### src/rtl/fir_stream_driver.sv
// fir_stream_driver
//   Host-side driver for a single-multiplier FIR filter. Takes one sample at a
//   time from a valid/ready input stream, launches one filter run for it, holds
//   the filter input stable for the whole run, and queues each result in a
//   show-ahead output FIFO. Runs that stall are aborted after TIMEOUT_CYC cycles
//   and reported on a sticky error flag.
// Ports
//   CLK, nRST            clock (posedge), asynchronous active-low reset
//   S_VALID/S_READY      input sample handshake, S_DATA sample
//   M_VALID/M_READY      output result handshake, M_DATA FIFO head
//   FIR_START            one-cycle start pulse to the filter
//   FIR_DIN              registered sample driven to the filter
//   FIR_DOUT, FIR_RDY    filter result and idle flag (high = idle)
//   CLR_ERR              clears TIMEOUT_ERR
//   TIMEOUT_ERR          sticky flag: a filter run was aborted
//   FIFO_LEVEL           number of results currently queued
module fir_stream_driver #(
  parameter int BIT_WIDTH   = 16,
  parameter int FIFO_DEPTH  = 4,
  parameter int TIMEOUT_CYC = 1024
) (
  input  logic                          CLK,
  input  logic                          nRST,
  input  logic                          S_VALID,
  output logic                          S_READY,
  input  logic [BIT_WIDTH-1:0]          S_DATA,
  output logic                          M_VALID,
  input  logic                          M_READY,
  output logic [BIT_WIDTH-1:0]          M_DATA,
  output logic                          FIR_START,
  output logic [BIT_WIDTH-1:0]          FIR_DIN,
  input  logic [BIT_WIDTH-1:0]          FIR_DOUT,
  input  logic                          FIR_RDY,
  input  logic                          CLR_ERR,
  output logic                          TIMEOUT_ERR,
  output logic [$clog2(FIFO_DEPTH):0]   FIFO_LEVEL
);

  localparam int PTR_W = $clog2(FIFO_DEPTH);
  localparam int LVL_W = PTR_W + 1;
  localparam int CNT_W = $clog2(TIMEOUT_CYC);

  localparam logic [PTR_W-1:0] PTR_ONE  = 1;
  localparam logic [LVL_W-1:0] LVL_ONE  = 1;
  localparam logic [LVL_W-1:0] LVL_FULL = LVL_W'(FIFO_DEPTH);
  localparam logic [CNT_W-1:0] CNT_ONE  = 1;
  localparam logic [CNT_W-1:0] CNT_LAST = CNT_W'(TIMEOUT_CYC - 1);

  typedef enum logic [1:0] {
    IDLE,
    START,
    WAIT_BUSY,
    WAIT_DONE
  } state_t;

  state_t               state_q, state_d;
  logic [BIT_WIDTH-1:0] din_q, din_d;
  logic [CNT_W-1:0]     cnt_q, cnt_d;
  logic                 err_q, err_d;
  logic [BIT_WIDTH-1:0] mem_q [FIFO_DEPTH];
  logic [BIT_WIDTH-1:0] mem_d [FIFO_DEPTH];
  logic [PTR_W-1:0]     wr_ptr_q, wr_ptr_d;
  logic [PTR_W-1:0]     rd_ptr_q, rd_ptr_d;
  logic [LVL_W-1:0]     level_q, level_d;

  logic s_ready;
  logic fifo_wr;
  logic fifo_rd;
  logic timeout;

  // Control FSM. The FIFO slot is reserved at accept time, so the WAIT_DONE
  // write can never overflow. The counter saturates at CNT_LAST so a late
  // WAIT_BUSY exit does not grant WAIT_DONE a fresh window.
  always_comb begin
    state_d = state_q;
    din_d   = din_q;
    cnt_d   = cnt_q;
    fifo_wr = 1'b0;
    timeout = 1'b0;
    s_ready = nRST && (state_q == IDLE) && FIR_RDY && (level_q < LVL_FULL);

    case (state_q)
      IDLE: begin
        if (S_VALID && s_ready) begin
          din_d   = S_DATA;
          state_d = START;
        end
      end
      START: begin
        cnt_d   = '0;
        state_d = WAIT_BUSY;
      end
      WAIT_BUSY: begin
        if (!FIR_RDY) begin
          state_d = WAIT_DONE;
          if (cnt_q != CNT_LAST) cnt_d = cnt_q + CNT_ONE;
        end else if (cnt_q == CNT_LAST) begin
          timeout = 1'b1;
          state_d = IDLE;
        end else begin
          cnt_d = cnt_q + CNT_ONE;
        end
      end
      WAIT_DONE: begin
        if (FIR_RDY) begin
          fifo_wr = 1'b1;
          state_d = IDLE;
        end else if (cnt_q == CNT_LAST) begin
          timeout = 1'b1;
          state_d = IDLE;
        end else begin
          cnt_d = cnt_q + CNT_ONE;
        end
      end
      default: state_d = IDLE;
    endcase

    if (timeout) begin
      err_d = 1'b1;
    end else if (CLR_ERR) begin
      err_d = 1'b0;
    end else begin
      err_d = err_q;
    end
  end

  // Output FIFO, show-ahead.
  always_comb begin
    mem_d    = mem_q;
    wr_ptr_d = wr_ptr_q;
    rd_ptr_d = rd_ptr_q;
    level_d  = level_q;
    fifo_rd  = (level_q != '0) && M_READY;

    if (fifo_wr) begin
      mem_d[wr_ptr_q] = FIR_DOUT;
      wr_ptr_d        = wr_ptr_q + PTR_ONE;
    end
    if (fifo_rd) begin
      rd_ptr_d = rd_ptr_q + PTR_ONE;
    end
    case ({fifo_wr, fifo_rd})
      2'b10:   level_d = level_q + LVL_ONE;
      2'b01:   level_d = level_q - LVL_ONE;
      default: level_d = level_q;
    endcase
  end

  always_ff @(posedge CLK or negedge nRST) begin
    if (!nRST) begin
      state_q  <= IDLE;
      din_q    <= '0;
      cnt_q    <= '0;
      err_q    <= 1'b0;
      mem_q    <= '{default: '0};
      wr_ptr_q <= '0;
      rd_ptr_q <= '0;
      level_q  <= '0;
    end else begin
      state_q  <= state_d;
      din_q    <= din_d;
      cnt_q    <= cnt_d;
      err_q    <= err_d;
      mem_q    <= mem_d;
      wr_ptr_q <= wr_ptr_d;
      rd_ptr_q <= rd_ptr_d;
      level_q  <= level_d;
    end
  end

  assign S_READY     = s_ready;
  assign FIR_START   = (state_q == START);
  assign FIR_DIN     = din_q;
  assign M_VALID     = (level_q != '0);
  assign M_DATA      = mem_q[rd_ptr_q];
  assign TIMEOUT_ERR = err_q;
  assign FIFO_LEVEL  = level_q;

endmodule

### config.mk
export PLATFORM = sky130hd
export DESIGN_NAME = fir_stream_driver
export DESIGN_NICKNAME = d
export VERILOG_FILES = /design/src/rtl/fir_stream_driver.sv
export SDC_FILE = /design/constraint.sdc
export NUM_CORES = 1
export LEC_CHECK = 0
export ABC_AREA = 1
export BUFFER_PORTS_ARGS = -buffer_cell sky130_fd_sc_hd__buf_2
export CAP_MARGIN = 20
export CORE_MARGIN = 2
export CORE_UTILIZATION = 60
export DETAILED_ROUTE_END_ITERATION = 8
export GPL_TIMING_DRIVEN = 1
export HOLD_SLACK_MARGIN = 0.02
export PLACE_DENSITY = 0.84
export SLEW_MARGIN = 20
export SYNTH_ARGS = -nofsm -noshare
export SYNTH_HDL_FRONTEND = slang
export SYNTH_SLANG_ARGS = --single-unit
### constraint.sdc
create_clock -name CLK -period 2.7 [get_ports CLK]
set_clock_uncertainty 0.05 [all_clocks]
set_input_delay 0.405 -clock CLK [delete_from_list [all_inputs] [get_ports CLK]]
set_output_delay 0.405 -clock CLK [all_outputs]
set_load 0.01 [all_outputs]
==> results.cfg, run 1 <==
[logic_synthesis]
syn_area_um2 = 4710
postSynthAreaPerCell_um2 = 8.83
synthDistinctLibCells = 35
yosysSeqAreaShare_pct = 53.1
ys_ff_latch = 100
syn_nets = 579
syn_inst = 534
ys_warn_count = 0

[grt]
met3_usage_pct = 3.99
grt_overflow = 0
grt_max_degree = 49
grt_pass1_wl_um = 17300
grt_use_total_pct = 25.4
grt_pass1_vias = 3739
met1_usage_pct = 35.2
grt_busiest_layer = met2
antenna_found_initial = 0
grt_util_met2_pct = 41.9

[finish]
final_cell_mix = nand2_1, dfrtp_1, buf_2
antenna_cells = 0
syn_to_final_growth_pct = 14.9
drive_gt1_share_pct = 22.7
final_nets = 653
fillers = 613
layout_commonest_cell = nand2_1

[critical_path]
crit_family = buffers and inverters
startpoint = rd_ptr_q[0]
crit_cells = 5
cp-end-kind = output port
slowest_delay_ps = 390
crit_path_start_kind = flop
slowest_stage = dfrtp_1
r2r_setup_slack_ps = 750
crit_end = M_DATA[13]
cp.required_ps = 2250
critPathMaxFanout = 26
path_buf_inv = 3
crit_chain = inv_1 > buf_4 > o21ai_0 > o22ai_1 > buf_2
rr_endpoint = mem_q[38]
r2r.worst_path.cells = 8
reg2reg_from = state_q[1]
worstSetupPathType = reg2out
crit_arrival_ps = 1800

[drt]
drc = 0
vias = 3924
drt.antenna.violating_nets = 0
dr.pass1.iters = 5
via_per_inst = 5.49
drtIter0Drc = 262
wl_per_cell_um = 14.2
wl_um = 10100

[clock_tree]
htree_levels = 3
clk_pin_slew_ps = 100
cts_buffer_depth = 2
cts_buffers = 9
cts_setup_buffers = 0
cts_tree = done
clock_sinks = 100
root_buffer = clkbuf_8
clock_latency_ps = 360

[sta]
setup_viol = 0
rsz0062_at_grt = no
fin_crit_sh_pct = 83.6
tightest_slew_ps = 603
hold_viol = 0
drv_slew = 0
fmax_ghz = 0.443
min_period_ps = 2260
max-slew-margin-rel_pct = 59.8
tns_ps = 0

[power_and_ir_drop]
power_density_nw_per_um2 = 1120
ir_drop_mv = 0.631
p_leak_nw = 2.83
p_total_mw = 6.07

[die]
ios = 77
row_count = 32
initial_core_util_pct = 61.3
coreArea_um2 = 7690
die_h_um = 92.6
die_w_um = 92.6
dieArea_um2 = 8580

[place]
io_buffers = 76
post-dp-hpwl_um = 6780
gp_congestion = 0.918

[worst_hold_path]
worstHoldPathType = in2reg

[outcome]
status = finished clean

[flow_run]
maxCapViolCount = 0
[layer usage]
layer,vias to the layer above,share of wire [%]
li1,1901,-
met1,1848,43
met2,166,48
met3,9,7.6
met4,0,1.0
met5,-,0
[sequential cells by signal (all words and copies together) (netlist names)]
signal       cells
state_q          2
mem_q           64
TIMEOUT_ERR      1
FIFO_LEVEL       3
FIR_DIN         16
rd_ptr_q         2
cnt_q           10
wr_ptr_q         2
[layout make-up]
class	count	area, um2	share of cell area [%]
flip-flops and latches	100	2500	46.2
well taps	102	128	2.36
inverters	48	180	3.33
clock buffers	10	138	2.54
multi-input cells	362	1910	35.3
clock inverters	6	91.3	1.69
repair buffers	87	468	8.64
[worst register-to-register path, cell delays in order, from the launching register on]
cell,delay [ps]
dfrtp_1,570
nand2_1,110
inv_2,90
nand2_2,80
inv_2,110
nand2_1,320
buf_4,340
nand2_1,90
o21ai_1,80
[how the worst min path moves through the flow]
stage	slack, ps	cells past startpoint	endpoint	startpoint
final	220	2	FIR_DIN[3]	S_DATA[3]
after global routing	200	2	FIR_DIN[3]	S_DATA[3]
after CTS	210	2	FIR_DIN[1]	S_DATA[1]
after detailed placement	210	1	mem_q[17]	nRST
after global placement	210	1	mem_q[1]	nRST
after floorplan	60	0	FIFO_LEVEL[0]	nRST
[logic make-up after synthesis]
group / Yosys count / synth area share, %
compound gates: 131 / 14.9
xor+xnor: 4 / 0.743
fa+ha+maj: 7 / 2.02
buf+inv: 72 / 6.37
flops: 100 / 53.1
mux: 16 / 4.54
simple gates: 204 / 18.4
[repair_timing]
| action | in CTS | in global routing |
|---|---|---|
| hold buffers | 1 | 0 |
| endpoints found under the hold margin | 10 | 0 |
| gates resized for setup | 0 | 0 |
[power breakdown]
part | leakage, nW | internal (mW) | switching [mW]
Sequential | 1.27 | 2.12 | 0.378
Combinational | 1.44 | 1.01 | 1.47
Clock | 0.118 | 0.556 | 0.525
Total | 2.83 | 3.69 | 2.37
[synthesized netlist by cell type (all sizes together)]
cell type	n	area (um2)
a21boi	3	22.5
a21oi	2	10.0
a31oi	2	18.8
buf	17	93.8
clkbuf	7	26.3
clkinv	1	3.75
dfrtp	100	2500
fa	1	20.0
ha	6	75.1
inv	47	176
mux2	16	214
nand2	132	518
nand3	15	92.6
nand3b	1	7.51
nand4	2	12.5
nor2	54	235
o21ai	104	521
o21bai	2	15.0
o22ai	17	106
o31ai	1	7.51
xnor2	1	8.76
xor2	3	26.3
[through the flow]
| stage | instances | util (%) | setup slack (ps) | hold WS (ps) | area (um2) |
|---|---|---|---|---|---|
| after global placement | 698 | 67.4 | 800 | 205 | 5180 |
| after floorplan | 534 | - | 813 | 59.4 | 4710 |
| after CTS | 715 | 70.5 | 446 | 208 | 5420 |
| after global routing | 715 | 70.5 | 319 | 196 | 5420 |
| final | 715 | 70.5 | 442 | 219 | 5420 |
| after detailed placement | 698 | 67.4 | 763 | 209 | 5180 |
No activity file was read; power rests on OpenSTA's default activity.
==> run 2: changes to the inputs <==
Settings changed: CORE_UTILIZATION 60 to 51, PLACE_DENSITY 0.84 to 0.76.
Clock period 2.7 ns to 2 ns, I/O delays scaled along.
==> run 2 against run 1 <==
  * Sequential power grew 34%
  * Core utilization shrank 11 points
  * Via count shrank 0.51%
  * Largest cell class unchanged
  * Cell count grew 2.7%
  * Hold slack lost 110 ps
  * Largest power group is now combinational logic
  * Highest routed layer unchanged
  * Global-route usage shrank 3.3 points
==> results.cfg, run 2 (same netlist as run 1, synthesis figures left out) <==
[critical_path]
rr_endpoint = FIFO_LEVEL[2]
reg2reg_from = FIFO_LEVEL[0]
cp.required_ps = 1650
r2r_setup_slack_ps = 160
critPathMaxFanout = 16
crit_path_start_kind = flop
cp-end-kind = output port
crit_arrival_ps = 1530
r2r.worst_path.cells = 10
worstSetupPathType = reg2out

[drt]
drc = 0
vias = 3904
drtIter0Drc = 201
wl_per_cell_um = 14.3
wl_um = 10500
dr.pass1.iters = 4
drt.antenna.violating_nets = 0
via_per_inst = 5.32

[die]
coreArea_um2 = 9110
row_count = 35
initial_core_util_pct = 51.7
dieArea_um2 = 10000
ios = 77
die_h_um = 100
die_w_um = 100

[place]
post-dp-hpwl_um = 7150
io_buffers = 76
gp_congestion = 0.908
placed_area_um2 = 5240
dpl.cell_count = 712

[grt]
grt_overflow = 0
grt_busiest_layer = met2
met3_usage_pct = 5.15
grt_max_degree = 101
grt_pass1_wl_um = 17600
met1_usage_pct = 28.5
grt_util_met2_pct = 36.9
antenna_found_initial = 0
grt_pass1_vias = 3792
grt_use_total_pct = 22.0

[worst_hold_path]
hold_end = FIR_DIN[15]
hold_start = S_DATA[15]
whs_path_depth = 2
worstHoldPathType = in2reg

[finish]
largest_register = mem_q
final_cells = 734
post-route-util_pct = 59.9
layout_commonest_cell = nand2_1
fillers = 828
final_cell_mix = nand2_1, dfrtp_1, buf_2
largest_reg_flops = 64
drive_gt1_share_pct = 23.8
final_nets = 663
antenna_cells = 0
syn_to_final_growth_pct = 15.8
fin_area_um2 = 5460

[clock_tree]
cts_tree = done
cts_buffers = 9
clock_latency_ps = 360
clock_sinks = 100
cts_buffer_depth = 2
clk_pin_slew_ps = 90
htree_levels = 3
root_buffer = clkbuf_8

[sta]
max-slew-margin-rel_pct = 64.1
fin_crit_sh_pct = 93.9
hold_viol = 0
tightest_slew_ps = 539
tns_ps = 0
drv_slew = 0
fmax_ghz = 0.532
rsz0062_at_grt = no
setup_viol = 0
min_period_ps = 1880
fin_hold_ws_ps = 109

[power_and_ir_drop]
ir_drop_mv = 0.612
power_density_nw_per_um2 = 1470
p_leak_nw = 2.84

[outcome]
status = finished clean

[flow_run]
maxCapViolCount = 0
## run 2: metrics by stage
stage,setup slack [ps],power [mW]
detailed placement,147,6.87
floorplan,113,5.62
CTS,21.1,8.03
finish,122,8.05
global route,27.6,8.70
global placement,189,6.69
## run 2: worst max-delay path by stage
stage	cells after the start	endpoint	start	slack, ps
detailed placement	10	FIFO_LEVEL[2]	FIFO_LEVEL[0]	150
global route	10	cnt_q[5]	cnt_q[0]	30
global placement	9	FIFO_LEVEL[2]	state_q[0]	190
CTS	5	M_DATA[12]	rd_ptr_q[1]	20
floorplan	10	FIFO_LEVEL[2]	FIFO_LEVEL[0]	110
finish	5	M_DATA[15]	rd_ptr_q[0]	120
## run 2: cell type report
cell class / instances / area [um2] / area share [%]
Sequential cell: 100 / 2500 / 45.9
Multi-Input combinational cell: 362 / 1910 / 35.0
Timing Repair Buffer: 97 / 559 / 10.2
Inverter: 48 / 180 / 3.30
Tap cell: 111 / 139 / 2.54
Clock buffer: 11 / 131 / 2.41
Clock inverter: 5 / 36.3 / 0.665
## run 2: metal layers
| metal | wire length (um) | vias up |
|---|---|---|
| li1 | - | 1910 |
| met1 | 4630 | 1861 |
| met2 | 5120 | 116 |
| met3 | 580 | 17 |
| met4 | 158 | 0 |
| met5 | 0 | - |
## run 2: critical path, cell delays in order, from the launching register on
cell and delay (ps):
dfrtp_1 420, inv_1 100, buf_4 220, nor2_1 70, o22ai_1 200, buf_2 170
## run 2: what timing repair did
action / 4_1_cts / 5_1_grt
gates resized for setup: 1 / 2
setup buffers: 0 / 5
setup endpoints to repair: 4 / 4
endpoints found under the hold margin: 100 / 0
hold buffers: 1 / 0
## run 2: where the power goes
group          leakage (nW)  switching [mW]  internal [mW]
sequential             1.27           0.483           2.87
combinational          1.49            2.04           1.51
clock                0.0760           0.692          0.456
==> run 3: changes to the inputs <==
Settings changed: MAX_ROUTING_LAYER from default to met4.
==> run 3 against run 2 <==
  * Cell count down 0.41%
  * Clock power about the same
  * Highest routed layer unchanged
  * Register-to-register slack about the same
  * Critical endpoint is now M_DATA[2]
  * Maximum frequency down 2.1%
  * Critical path depth unchanged
  * Design area down 0.18%
  * Largest power group unchanged
  * Via count down 0.54%
  * Largest cell class unchanged
==> results.cfg, run 3 (same netlist as run 1, synthesis figures left out) <==
[outcome]
status = finished clean

[clock_tree]
cts_tree = done
root_buffer = clkbuf_8
cts_buffers = 9
cts_buffer_depth = 2
clock_latency_ps = 360
clk_pin_slew_ps = 100
htree_levels = 3
clock_sinks = 100

[die]
dieArea_um2 = 10000
die_h_um = 100
coreArea_um2 = 9110
row_count = 35
die_w_um = 100
initial_core_util_pct = 51.7
ios = 77

[grt]
grt_pass1_vias = 3861
antenna_found_initial = 0
met1_usage_pct = 29.4
grt_busiest_layer = met2
grt_overflow = 0
grt_pass1_wl_um = 17700
grt_use_total_pct = 22.6
grt_max_degree = 101
grt_util_met2_pct = 36.3
met3_usage_pct = 3.90

[sta]
max-slew-margin-rel_pct = 63.7
min_period_ps = 1920
rsz0062_at_grt = yes
fmax_ghz = 0.521
setup_viol = 0
drv_slew = 0
tightest_slew_ps = 545
fin_crit_sh_pct = 96.0
hold_viol = 0

[drt]
vias = 3883
wl_per_cell_um = 14.0
drt.antenna.violating_nets = 0
wl_um = 10300
via_per_inst = 5.31
drc = 0
drtIter0Drc = 229
dr.pass1.iters = 4

[worst_hold_path]
worstHoldPathType = in2reg

[critical_path]
reg2reg_from = state_q[0]
r2r_setup_slack_ps = 150
path_buf_inv = 3
critPathMaxFanout = 16
crit_chain = inv_1 > buf_4 > o21ai_0 > o22ai_1 > buf_2
crit_family = buffers and inverters
slowest_stage = dfrtp_1
cp-end-kind = output port
crit_arrival_ps = 1570
crit_cells = 5
crit_end = M_DATA[2]
startpoint = rd_ptr_q[0]
r2r.worst_path.cells = 9
worstSetupPathType = reg2out
slowest_delay_ps = 430
rr_endpoint = FIFO_LEVEL[2]
cp.required_ps = 1650
crit_path_start_kind = flop

[finish]
drive_gt1_share_pct = 23.7
antenna_cells = 0
largest_reg_flops = 64
final_nets = 661
largest_register = mem_q
final_cell_mix = nand2_1, dfrtp_1, buf_2
post-route-util_pct = 59.8
syn_to_final_growth_pct = 15.6
final_cells = 731
layout_commonest_cell = nand2_1

[place]
dpl.cell_count = 712
io_buffers = 76
gp_congestion = 0.928
post-dp-hpwl_um = 6950

[power_and_ir_drop]
p_total_mw = 8.03
power_density_nw_per_um2 = 1470
p_leak_nw = 2.84
ir_drop_mv = 0.595

[flow_run]
maxCapViolCount = 0
[run 3: cell count changes in the layout (fill, tap and decap cells not counted), sizes merged]
cell      previous run  this run
buf                 96        94
clkbuf              11         9
clkinv               2         3
clkinvlp             3         2
inv                 48        49
[run 3: layout make-up]
cell class,instances,area [um2]
Fill cell,811,3660
Timing Repair Buffer,95,544
Clock buffer,9,124
Multi-Input combinational cell,362,1910
Inverter,48,180
Tap cell,111,139
Clock inverter,6,48.8
Sequential cell,100,2500
[run 3: stage by stage]
| step | instance area (um2) | worst slack [ps] | TNS, ps | hold WS [ps] |
|---|---|---|---|---|
| 6_report | 5450 | 80.4 | 0 | 110 |
| 3_5_place_dp | 5240 | 132 | 0 | 389 |
| 5_1_grt | 5450 | -12.2 | -24.3 | 97.5 |
| 3_3_place_gp | 5240 | 188 | 0 | 384 |
| 2_1_floorplan | 4710 | 113 | 0 | -45.6 |
| 4_1_cts | 5420 | 11.7 | 0 | 97.5 |
[run 3: worst min path at each step]
stage | depth (start not counted) | slack [ps] | to | from
3_3_place_gp | 2 | 380 | FIFO_LEVEL[2] | nRST
6_report | 2 | 110 | FIR_DIN[6] | S_DATA[6]
3_5_place_dp | 2 | 390 | mem_q[1] | nRST
5_1_grt | 2 | 100 | FIR_DIN[14] | S_DATA[14]
4_1_cts | 2 | 100 | FIR_DIN[14] | S_DATA[14]
2_1_floorplan | 0 | -50 | FIFO_LEVEL[0] | nRST
[run 3: power breakdown]
group	switching (mW)	internal [mW]
Combinational	2.01	1.50
Clock	0.709	0.459
Sequential	0.485	2.87
[run 3: timing repair]
action	in CTS	in global routing
hold buffers	1	0
pin swaps	0	1
gates resized for setup	1	2
hold endpoints to repair	100	0
gates cloned	0	0
setup buffers	0	3
setup endpoints to repair	5	3
[run 3: metal layers]
layer	share of wire [%]	up-vias
li1	-	1909
met1	45	1839
met2	48	122
met3	5.4	13
met4	1.4	0
met5	0	-
[run 3: worst register-to-register path, stage by stage (launching register included)]
cell     delay (ps)
dfrtp_1         440
nand2_1         100
inv_2            50
nand2_2         120
ha_1            160
inv_1            60
fa_1            390
a21oi_1         130
o21ai_1          90
xor2_1          140
